--- src/rtl/flash_arbiter_pkg.sv ---
// Shared definitions for the flash read-engine arbiter: FSM state
// encoding, port indices and read-size codes.
package flash_arbiter_pkg;

  typedef enum logic [1:0] {
    IDLE = 2'd0,
    BUSY = 2'd1,
    DONE = 2'd2
  } state_t;

  localparam logic PORT_CPU = 1'b0;
  localparam logic PORT_DMA = 1'b1;

  localparam logic SIZE_16 = 1'b0;
  localparam logic SIZE_32 = 1'b1;

endpackage

--- src/rtl/flash_arbiter_picker.sv ---
// Winner selection for the two flash requesters. Holds the last-grant
// flag (round-robin tie break) and the starvation counter used by the
// fixed-priority mode. The winner is combinational so the arbiter can
// grant in the same cycle it samples the requests; state only moves
// when the arbiter strobes advance.
module flash_arbiter_picker
  import flash_arbiter_pkg::*;
#(
  parameter int ROUND_ROBIN  = 1,
  parameter int STARVE_LIMIT = 4
) (
  input  logic clk,
  input  logic reset,
  input  logic req0,
  input  logic req1,
  input  logic advance,
  output logic winner
);

  localparam logic [3:0] LIMIT = 4'(STARVE_LIMIT);

  logic       last_grant;
  logic [3:0] starve_count;
  logic       tie;

  assign tie = req0 & req1;

  // Pick the port to serve: a lone requester always wins, a tie is broken
  // by alternation or by fixed priority with a starvation escape.
  always_comb begin
    winner = PORT_CPU;
    if (tie) begin
      if (ROUND_ROBIN != 0) begin
        winner = ~last_grant;
      end else if (starve_count == LIMIT) begin
        winner = PORT_DMA;
      end else begin
        winner = PORT_CPU;
      end
    end else if (req1) begin
      winner = PORT_DMA;
    end
  end

  // Record each grant; count port-0 tie wins and clear on any port-1 grant.
  always_ff @(posedge clk) begin
    if (reset) begin
      last_grant   <= PORT_DMA;
      starve_count <= 4'd0;
    end else if (advance) begin
      last_grant <= winner;
      if (winner == PORT_DMA) begin
        starve_count <= 4'd0;
      end else if (tie && (ROUND_ROBIN == 0)) begin
        starve_count <= starve_count + 4'd1;
      end
    end
  end

endmodule

--- src/rtl/flash_arbiter.sv ---
// Arbiter sharing the QPI/CRM flash read engine between the CPU fetch
// port (0) and the DMA/asset loader port (1). Owns the engine's
// valid/address/size, returns engine data to the granted port with a
// one-cycle ready pulse. 16-bit reads return zero in the upper half.
// Optional feature: define FLASH_ARBITER_CACHE_EN to add a single-entry
// last-word cache for 32-bit reads, shared by both ports.
module flash_arbiter
  import flash_arbiter_pkg::*;
#(
  parameter int ROUND_ROBIN  = 1,
  parameter int STARVE_LIMIT = 4
) (
  input  logic        clk,
  input  logic        reset,
  input  logic        p0_valid,
  input  logic [23:0] p0_address,
  input  logic        p0_size,
  output logic [31:0] p0_data,
  output logic        p0_ready,
  input  logic        p1_valid,
  input  logic [23:0] p1_address,
  input  logic        p1_size,
  output logic [31:0] p1_data,
  output logic        p1_ready,
  input  logic        cache_flush,
  output logic        rd_valid,
  output logic [23:0] rd_address,
  output logic        rd_size,
  input  logic [31:0] rd_data,
  input  logic        rd_ready
);

  state_t      state;
  logic        grant;
  logic        winner;
  logic        advance;
  logic [23:0] win_address;
  logic        win_size;
  logic [31:0] engine_word;
  logic        cache_hit;
  logic [31:0] cache_word;

  assign advance     = (state == IDLE) && (p0_valid || p1_valid);
  assign win_address = (winner == PORT_DMA) ? p1_address : p0_address;
  assign win_size    = (winner == PORT_DMA) ? p1_size : p0_size;
  assign engine_word = (rd_size == SIZE_32) ? rd_data : {16'h0000, rd_data[15:0]};

  flash_arbiter_picker #(
    .ROUND_ROBIN (ROUND_ROBIN),
    .STARVE_LIMIT(STARVE_LIMIT)
  ) u_picker (
    .clk    (clk),
    .reset  (reset),
    .req0   (p0_valid),
    .req1   (p1_valid),
    .advance(advance),
    .winner (winner)
  );

`ifdef FLASH_ARBITER_CACHE_EN
  logic        cache_valid;
  logic [23:0] cache_tag;

  // Remember the last completed 32-bit engine read; a flush beats a fill.
  always_ff @(posedge clk) begin
    if (reset) begin
      cache_valid <= 1'b0;
      cache_tag   <= 24'h000000;
      cache_word  <= 32'h00000000;
    end else begin
      if ((state == BUSY) && rd_ready && (rd_size == SIZE_32)) begin
        cache_valid <= 1'b1;
        cache_tag   <= rd_address;
        cache_word  <= rd_data;
      end
      if (cache_flush) begin
        cache_valid <= 1'b0;
      end
    end
  end

  assign cache_hit = cache_valid && (win_size == SIZE_32) && (win_address == cache_tag);
`else
  logic unused_cache_flush;

  assign unused_cache_flush = cache_flush;
  assign cache_hit          = 1'b0;
  assign cache_word         = 32'h00000000;
`endif

  // Grant / engine handshake / completion sequencing with registered outputs.
  always_ff @(posedge clk) begin
    if (reset) begin
      state      <= IDLE;
      grant      <= PORT_CPU;
      rd_valid   <= 1'b0;
      rd_address <= 24'h000000;
      rd_size    <= SIZE_16;
      p0_ready   <= 1'b0;
      p1_ready   <= 1'b0;
      p0_data    <= 32'h00000000;
      p1_data    <= 32'h00000000;
    end else begin
      case (state)
        IDLE: begin
          if (p0_valid || p1_valid) begin
            grant <= winner;
            if (cache_hit) begin
              if (winner == PORT_DMA) begin
                p1_data  <= cache_word;
                p1_ready <= 1'b1;
              end else begin
                p0_data  <= cache_word;
                p0_ready <= 1'b1;
              end
              state <= DONE;
            end else begin
              rd_valid   <= 1'b1;
              rd_address <= win_address;
              rd_size    <= win_size;
              state      <= BUSY;
            end
          end
        end
        BUSY: begin
          if (rd_ready) begin
            if (grant == PORT_DMA) begin
              p1_data  <= engine_word;
              p1_ready <= 1'b1;
            end else begin
              p0_data  <= engine_word;
              p0_ready <= 1'b1;
            end
            rd_valid <= 1'b0;
            state    <= DONE;
          end
        end
        DONE: begin
          p0_ready <= 1'b0;
          p1_ready <= 1'b0;
          state    <= IDLE;
        end
        default: begin
          state <= IDLE;
        end
      endcase
    end
  end

endmodule

--- config.mk ---
export PLATFORM = sky130hd
export DESIGN_NAME = flash_arbiter
export DESIGN_NICKNAME = d
export VERILOG_FILES = /design/src/rtl/flash_arbiter_pkg.sv /design/src/rtl/flash_arbiter_picker.sv /design/src/rtl/flash_arbiter.sv
export SDC_FILE = /design/constraint.sdc
export NUM_CORES = 1
export LEC_CHECK = 0
export ABC_CLOCK_PERIOD_IN_PS = 1600
export BUFFER_PORTS_ARGS = -buffer_cell sky130_fd_sc_hd__buf_2
export CORE_MARGIN = 8
export CORE_UTILIZATION = 46
export DETAILED_ROUTE_END_ITERATION = 10
export HOLD_SLACK_MARGIN = 0.03
export PLACE_DENSITY = 0.87
export SLEW_MARGIN = 25
export SYNTH_ARGS = -nofsm -noshare
export SYNTH_HDL_FRONTEND = slang
export SYNTH_SLANG_ARGS = --single-unit
--- constraint.sdc ---
create_clock -name clk -period 1.6 [get_ports clk]
set_input_delay 0.08 -clock clk [delete_from_list [all_inputs] [get_ports clk]]
set_output_delay 0.08 -clock clk [all_outputs]
set_load 0.01 [all_outputs]
======== Word level (Yosys, flattened, before mapping) ========
Index checks and enable logic that the tools add are counted.
storage, ports and cells
  input bits .............................. 88
  flip-flop bits (word level) ............. 96
  output and inout port bits .............. 92
  logic and storage cells ................. 48
cells by class
  muxes and demuxes ....................... 17
  bitwise gates (word level) .............. 3
  reduce and logical (&&, ||, !) cells .... 12
  equality and inequality tests ........... 6
operator list
  kind                                                                     count
  32-bit two-way mux                                                       1
  24-bit two-way mux                                                       1
  3-bit AND reduction                                                      5
  1-bit two-way mux                                                        9
  2-bit inequality test, second input constant                             3
  1-bit case mux with 2 select lines                                       3
  2-bit two-way mux                                                        2
  2-bit case mux with 2 select lines                                       1
  2-bit AND reduction                                                      2
  2-bit nonzero test                                                       2
  2-bit by 1-bit == test with 1-bit output, second input constant          1
  2-bit == test, second input constant                                     1
  2-bit zero test                                                          1
  2-bit by 1-bit inequality test with 1-bit output, second input constant  1
  1-bit NOT                                                                2
  1-bit AND                                                                1
  1-bit logical AND                                                        1
  1-bit logical OR                                                         1

======== Longest topological paths before layout ========
Gate-level depths: netlist of the first run.
  depth after elaboration ................. 3
  mapped depth ............................ 6
  mapped depth without buffers ............ 3

======== By module ========
From an unflattened synthesis of the first run, not the netlist that was laid out.
second synthesis, totals
  cells, all modules ...................... 428
  area total of the unflattened synthesis .. 3,676.0 µm²
by module, submodules not included
  module                cells each  instances  area an instance (µm²)  sequential area each (µm²)
  flash_arbiter         424         1          3,633.5                 1,901.8
  flash_arbiter_picker  4           1          42.5                    20.0

======== Least setup slack after synthesis of the first run ========
OpenSTA, ideal clock, no wires.
  path type ............................... flip-flop to flip-flop
  start ................................... reg u_picker.last_grant
  end ..................................... reg rd_address[10]
  setup time .............................. 0.089 ns
  path buffers ............................ 2
  cell stages (with the launch flop) ...... 6
  clock period less this slack ............ 1.262 ns
  data required time ...................... 1.511 ns
  arrival ................................. 1.174 ns
  path slack .............................. 0.338 ns
  path through ............................ dfxtp_1 > a21bo_2 > buf_4 > clkbuf_1 > nand2_1 > a311oi_2
between the ends
  word-level cells in the longest chain between the ends .. 3
RTL lines
  what                    RTL line                    source
  start, declared         flash_arbiter_picker.sv:22  logic last_grant;
  start signal, assigned  flash_arbiter_picker.sv:51  last_grant <= winner;
  1-bit NOT               flash_arbiter_picker.sv:34  winner = ~last_grant;
  1-bit two-way mux       flash_arbiter_picker.sv:32  if (tie) begin
  24-bit two-way mux      flash_arbiter.sv:44         assign win_address = (winner == PORT_DMA) ? p1_address : p0_address;
  end signal, assigned    flash_arbiter.sv:119        rd_address <= win_address;
  end, declared           flash_arbiter.sv:27         output logic [23:0] rd_address,
No other way between the ends.
A chain may end at the register's enable or synchronous reset.

======== Final worst setup path of the first run ========
  start ................................... reg state[1]
  end ..................................... reg rd_address[20]
between the ends
  word-level cells in the longest chain between the ends .. 2
RTL lines
  what                           RTL line              source
  start, declared                flash_arbiter.sv:33   state_t state;
  start signal, assigned         flash_arbiter.sv:94   state <= IDLE;
  start signal, assigned         flash_arbiter.sv:116  state <= DONE;
  start signal, assigned         flash_arbiter.sv:121  state <= BUSY;
  2-bit zero test                flash_arbiter.sv:104  case (state)
  2-bit AND reduction (no line)  n/a
No other way between the ends.

==> results of run 1 <==
flip-flops by register name, summed over array words and instances, names as in the netlist:
| signal | flops |
|---|---|
| p0_data | 32 |
| p1_data | 32 |
| rd_address | 24 |
| state | 2 |
| grant | 1 |
| p0_ready | 1 |
| p1_ready | 1 |
| rd_size | 1 |
| rd_valid | 1 |
| u_picker.last_grant | 1 |
routing by layer:
metal	up-vias	track usage, %
met5	-	0
met4	0	11.0
met3	41	11.7
met2	308	42.5
met1	2048	26.9
li1	2037	-
layout make-up:
class / instances / area (µm²) / area share, %
Antenna cell: 1 / 2.50 / 0.0432
Clock buffer: 9 / 124 / 2.14
Clock inverter: 7 / 65.1 / 1.12
Multi-Input combinational cell: 319 / 1680 / 29.0
Sequential cell: 96 / 1920 / 33.2
Tap cell: 105 / 131 / 2.27
Timing Repair Buffer: 271 / 1870 / 32.2
critical path: stages, from the launching register on:
cell	delay, ps
sky130_fd_sc_hd__dfxtp_1	380
sky130_fd_sc_hd__nor2_2	320
sky130_fd_sc_hd__and2_4	480
sky130_fd_sc_hd__a311oi_2	190
where the power goes:
group | total (µW) | internal (µW) | leakage (µW) | switching, µW
Clock | 1510 | 600 | 0.0000874 | 912
Combinational | 1040 | 471 | 0.00165 | 572
Sequential | 2590 | 2510 | 0.000782 | 80.4
layout by cell type (no fill, tap or decap), drive strengths merged, types with 2 or more instances in the layout:
master | Yosys | routed
buf | 20 | 188
dlygate4sd3 | 0 | 83
clkbuf | 24 | 9
dfxtp | 96 | 96
nand3 | 32 | 32
clkinvlp | 0 | 3
a21bo | 2 | 2
a311oi | 25 | 25
inv | 0 | 3
nand2 | 150 | 150
nor2 | 4 | 4
a21oi | 94 | 94
metrics by stage:
stage | worst slack (ps) | hold WS (ps) | area (µm²)
after floorplan | 338 | 216 | 3820
after global placement | 242 | 333 | 4770
after detailed placement | 157 | 340 | 4770
after CTS | 143 | 45.1 | 5790
after global routing | 0.145 | 60.6 | 5790
final | 82.4 | 68.4 | 5790
cells by family (layout without fill, tap and decap cells):
family / Yosys count / after routing / synth area share [%]
AOI/OAI and AO/OA: 123 / 123 / 22.4
DFF: 96 / 96 / 50.3
other: 0 / 1 / 0
buffers and inverters: 44 / 287 / 5.67
and+or+nand+nor: 196 / 196 / 21.6
path summary, 6_finish.rpt:
kind                             startpoint             endpoint  slack, ps
worst max-delay path               state[1]       rd_address[20]         80
worst min-delay path               p0_valid  u_picker.last_grant         70
worst max register to register     state[1]       rd_address[20]         80
worst min register to register  p0_data[21]          p0_data[21]        460
repair_timing:
action,CTS,global route
endpoints found under the hold margin,90,0
endpoints found under the setup margin,0,7
hold buffers,83,0
gates resized for setup,0,1
==> results.txt, run 1 <==
----------------------------------------------------
[Status]
  Result of the run ... complete, no violations

[Logic synthesis]
  Instance count of the mapped netlist ... between 400 and 500
  Fraction of the yosys area taken by sequential cells ... between 50 and 60%
  Synthesized Nets ... between 500 and 600
  Synth Flop Type ... sky130_fd_sc_hd__dfxtp_1
  Most area-hungry cell type in the Yosys netlist ... sky130_fd_sc_hd__dfxtp_1
  Most numerous cell types in the synthesized netlist ... 150 x sky130_fd_sc_hd__nand2_1, 96 x sky130_fd_sc_hd__dfxtp_1, 94 x sky130_fd_sc_hd__a21oi_1, 32 x sky130_fd_sc_hd__nand3_1, 24 x sky130_fd_sc_hd__clkbuf_1
  Async SR Flop Fraction ... 0%
  Area share of the largest cell type after synthesis ... 50.3%
  Post-synthesis register bit count ... between 90 and 100
  Leading cell types by total area after synthesis ... sky130_fd_sc_hd__dfxtp_1 50%, sky130_fd_sc_hd__nand2_1 15%, sky130_fd_sc_hd__a21oi_1 12%
  Cell with the most instances after synthesis ... sky130_fd_sc_hd__nand2_1
  Post-synth EDFFs ... 0
  Post-synthesis area per instance ... a little over 8 µm²
  Synthesis warning total ... 0
  Number of distinct standard cells referenced by the synthesized netlist ... 25
  Synth Cell Area ... 3820 µm²

[Global route]
  Largest net degree at the start of global routing ... 61
  Global-route usage over all layers ... between 20% and 30%
  Via count of the first global-routing pass ... about 4600
  Wire length of the first global-routing pass ... ~24 mm
  Gr ovfl total ... 0
  Initial antenna violation count ... 1

[Drt]
  Top layer reached by signal wires ... met4
  Metal-1 WL ... roughly 5.4 mm
  Total DRC errors in the routed layout ... 0
  DRT Pass-1 Iters ... 5
  Number of nets still failing antenna checks after routing ... 0
  Detailed-routed wire length on met3 ... 1.96 mm
  Met2 routed wirelength ... ~7 mm
  Vias ... about 4400
  Violation count after the first detailed-route iteration ... 210
  Wire length per cell after detailed routing ... 18.5 µm
  Number of vias per cell ... between 5 and 6
  Aggregate routed wire length ... 14.9 mm

[CTS]
  Buffer depth of the longest clock path ... 2
  # clock sinks ... 96
  Clock Pin Slew Worst Setup and Hold Paths ... approximately 100 ps
  Worst-skew pair later-pin latency ... between 300 and 400 ps
  Number of levels in the clock H-tree ... 3
  Cell at the root of the clock tree ... sky130_fd_sc_hd__clkbuf_8
  Clock tree from TritonCTS ... built
  Number of buffers inserted during clock tree synthesis ... 9
  Post-CTS setup buffer count ... 0

[Power]
  Final Total Pwr ... about 5000 µW
  Areal power density over the cells ... 888 nW/µm²
  Leakage power summed over all cells ... 0.00252 µW
  Max IR drop VDD ... ~0.00056 V

[Floorplanning]
  Area of the core ... ~8000 µm²
  Starting Density ... a little under half
  Die height ... 107 µm
  Total number of placement rows ... 33
  Die ar. ... around 11000 µm²
  Horizontal die dimension ... around 110 µm
  Ports placed on the boundary ... between 150 and 200

[Setup path]
  Highest fanout seen on the critical path ... 25
  Worst Path Required ... between 1500 and 2000 ps
  Data arrival time of the critical path ... 1720 ps
  Classification of the worst setup path ... reg2reg
  Critical Path Source Type ... register
  Kind of capture point of the worst setup path ... register
  Number of cell instances on the worst register-to-register path ... 3

[Finish]
  Non-filler instance count after layout ... 808
  P&R area growth vs syn ... 51.7%
  Share of cells above drive strength 1 ... around 33%
  Final design utilization ... between 70% and 80%
  Number of fill cells ... between 500 and 600
  Final layout net count ... 785

[STA]
  Final setup viols ... 0
  Tcrit/Tclk final ... approximately 95%
  Least-Margin Pin Slew ... slightly above 500 ps
  Worst rel slew slack ... about two thirds
  Number of max-slew violations in the final report ... 0
  Maximum clock skew at final layout ... about 8.4 ps
  Maximum frequency from static timing analysis ... between 0.6 and 0.7 GHz
  Count of final hold-check violations ... 0
  Period minus WS final ... 1520 ps
  Setup TNS ... 0 ps
  Setup repair after global routing missed its margin ... no

[Worst hold path]
  Worst Hold Path Cells ... 3
  Worst hold-check path type ... in2reg

[Placement]
  GP Congestion ... 0.753
  Number of buffers added on ports ... between 150 and 200
  Placed Cells incl. Taps ... between 700 and 800
  HPWL after detailed placement ... between 8 and 9 mm

[Run]
  Total of max-cap violations ... 0

----------------------------------------------------
Power figures use the tool's default switching activity.
==> run 2: changes to the inputs <==
BUFFER_PORTS_ARGS = -buffer_cell sky130_fd_sc_hd__buf_4   (was -buffer_cell sky130_fd_sc_hd__buf_2)
==> run 2 against run 1 <==
Effect of this change:
- worst hold slack worse by 21 ps
- non-clock buffer count is 11 lower
- sequential cell count stayed put
- clock-buffer cell count is 3 higher
- wire length is 6.1% lower
- critical endpoint is now rd_address[15]
- clock power is 8% higher
- worst setup slack better by 81 ps
- design area is 5.9% higher
- first-iteration DRC count is 4.8% lower
- maximum frequency is 5.6% higher
- clock skew is 3.0 ps higher
- sequential power hardly changed
==> results.txt, run 2 (synthesis gave the netlist of run 1 again) <==
----------------------------------------------------
[Finish]
  Largest registers ranked by flip-flop count ... p0_data x32, p1_data x32, rd_address x24
  Area taken by flip-flops and latches ... 1920 µm²
  Share of cells above drive strength 1 ... between 30% and 40%
  Number of fill cells ... about 510
  Ant diodes ... 0
  Final design utilization ... between 70% and 80%
  Final layout net count ... between 700 and 800
  P&R area growth vs syn ... 60.6%
  Non-filler instance count after layout ... between 700 and 800
  Commonest non-fill, non-tap cells in the layout ... 185 x sky130_fd_sc_hd__buf_4, 150 x sky130_fd_sc_hd__nand2_1, 96 x sky130_fd_sc_hd__dfxtp_1
  Leading cell type in the layout, fill and taps excluded ... sky130_fd_sc_hd__buf_4
  Area taken by multi-input logic gates ... around 1700 µm²
  Post-layout instance area ... 6130 µm²

[CTS]
  Clock tree from TritonCTS ... built
  Count of instances resized after the clock tree is built ... 0
  Number of levels in the clock H-tree ... 3
  Post-CTS setup buffer count ... 0
  Buffer depth of the longest clock path ... 2
  Number of buffers inserted during clock tree synthesis ... 9
  Cell at the root of the clock tree ... sky130_fd_sc_hd__clkbuf_8
  Number of hold buffers added after cts ... 69
  Clock Pin Slew Worst Setup and Hold Paths ... 90 ps
  Worst-skew pair later-pin latency ... about 340 ps
  # clock sinks ... 96

[Power]
  Combinational power share ... a little over a fifth
  Internal portion of total power ... ~4000 µW
  Net switching fraction of the power ... between 20% and 30%
  Switching power of the nets ... ~1400 µW
  Leakage power summed over all cells ... approximately 0.0026 µW
  Areal power density over the cells ... between 800 and 900 nW/µm²
  Clock share of power ... a little under a third
  Sequential power share ... between 40% and 50%
  Max IR drop VDD ... 0.000440 V

[Setup path]
  Critical Path Source Type ... register
  Top Family by Delay on Critical Path ... compound AO/OA/AOI/OAI gates
  Reg2Reg Launch Point ... u_picker.last_grant
  Number of cell instances on the worst register-to-register path ... 3
  Ordered list of cells on the worst path ... a21bo_2, nand2_1, a311oi_2
  Worst Path Required ... ~1900 ps
  Classification of the worst setup path ... reg2reg
  Highest fanout seen on the critical path ... 25
  Capture instance of the worst register-to-register path ... rd_address[15]
  Delay of the slowest cell on the worst path ... 490 ps
  CP Buf/Inv Count ... 0
  Critical Path Stages ... 3
  Data arrival time of the critical path ... 1690 ps
  Highest-delay cell along the critical path ... sky130_fd_sc_hd__a21bo_2
  Register-to-register setup slack ... 160 ps
  Kind of capture point of the worst setup path ... register

[STA]
  Worst rel slew slack ... around two thirds
  Least-Margin Pin Slew ... about 510 ps
  Slack of the critical path ... about 160 ps
  Setup repair after global routing missed its margin ... no
  Maximum frequency from static timing analysis ... approximately 0.70 GHz
  Maximum clock skew at final layout ... ~11 ps
  Period minus WS final ... ~1400 ps
  Tcrit/Tclk final ... about 90%
  Number of max-slew violations in the final report ... 0
  Final setup viols ... 0
  Setup TNS ... 0 ps
  Count of final hold-check violations ... 0

[Floorplanning]
  Total number of placement rows ... 33
  Area of the core ... roughly 8100 µm²
  Die height ... between 100 and 150 µm
  Die ar. ... ~11000 µm²
  Horizontal die dimension ... about 110 µm
  Starting Density ... approximately 47%
  Ports placed on the boundary ... between 150 and 200

[Placement]
  Placed Cells incl. Taps ... just over 700
  Number of buffers added on ports ... approximately 180
  Pre-CTS setup slack ... between 200 and 300 ps
  HPWL after detailed placement ... 8.44 mm
  GP Congestion ... 0.735
  Area post-placement ... about 5200 µm²

[Global route]
  Via count of the first global-routing pass ... about 4300
  Gr ovfl total ... 0
  Global-route usage over all layers ... 23.5%
  Initial antenna violation count ... 0
  Wire length of the first global-routing pass ... between 20 and 25 mm
  Largest net degree at the start of global routing ... 50

[Worst hold path]
  End of the worst hold path ... rd_address[5]
  Worst hold-check path type ... in2reg
  Hold Path Origin ... p0_address[5]
  Worst Hold Path Cells ... 3

[Drt]
  DRT Pass-1 Iters ... 5
  Number of vias per cell ... roughly 5.4
  Vias ... 4282
  Total DRC errors in the routed layout ... 0
  Violation count after the first detailed-route iteration ... 200
  Wire length per cell after detailed routing ... around 18 µm
  Aggregate routed wire length ... approximately 14 mm
  Number of nets still failing antenna checks after routing ... 0

[Status]
  Result of the run ... complete, no violations

[Run]
  Total of max-cap violations ... 0

----------------------------------------------------
[run 2: area by class of cell]
type / instances / area share (%)
Clock buffer: 12 / 2.53
Clock inverter: 4 / 0.837
Multi-Input combinational cell: 319 / 27.4
Sequential cell: 96 / 31.3
Tap cell: 105 / 2.14
Timing Repair Buffer: 260 / 35.7
[run 2: metrics by stage]
step | hold WS [ps] | total power (µW)
6_report | 47.4 | 5330
5_1_grt | 31.0 | 5560
4_1_cts | 30.1 | 5320
3_5_place_dp | 348 | 3580
3_3_place_gp | 338 | 3560
2_1_floorplan | 216 | 3130
[run 2: metal layers]
metal  routed length (µm)  GRT usage [%]
met1                 5300           25.0
met4                  386           9.85
met5                    0              0
met2                 6740           40.0
met3                 1610           9.96
[run 2: worst max path at each step]
stage | from | end
2_1_floorplan | u_picker.last_grant | rd_address[10]
3_3_place_gp | state[1] | rd_address[10]
3_5_place_dp | u_picker.last_grant | rd_address[21]
4_1_cts | u_picker.last_grant | rd_address[23]
5_1_grt | u_picker.last_grant | rd_address[15]
6_report | u_picker.last_grant | rd_address[15]
[run 2: power groups by stage]
stage | clock network, µW | registers [µW] | logic (µW)
2_1_floorplan | 0 | 2680 | 450
3_3_place_gp | 0 | 2630 | 930
3_5_place_dp | 0 | 2630 | 948
4_1_cts | 1660 | 2580 | 1080
5_1_grt | 1760 | 2600 | 1200
6_report | 1630 | 2580 | 1120
[run 2: worst register-to-register path, delay by kind of cell, from the launching register on]
kind	cells	cell delay (ps)
AOI/OAI and AO/OA	2	770
and+or+nand+nor	1	170
DFF	1	410
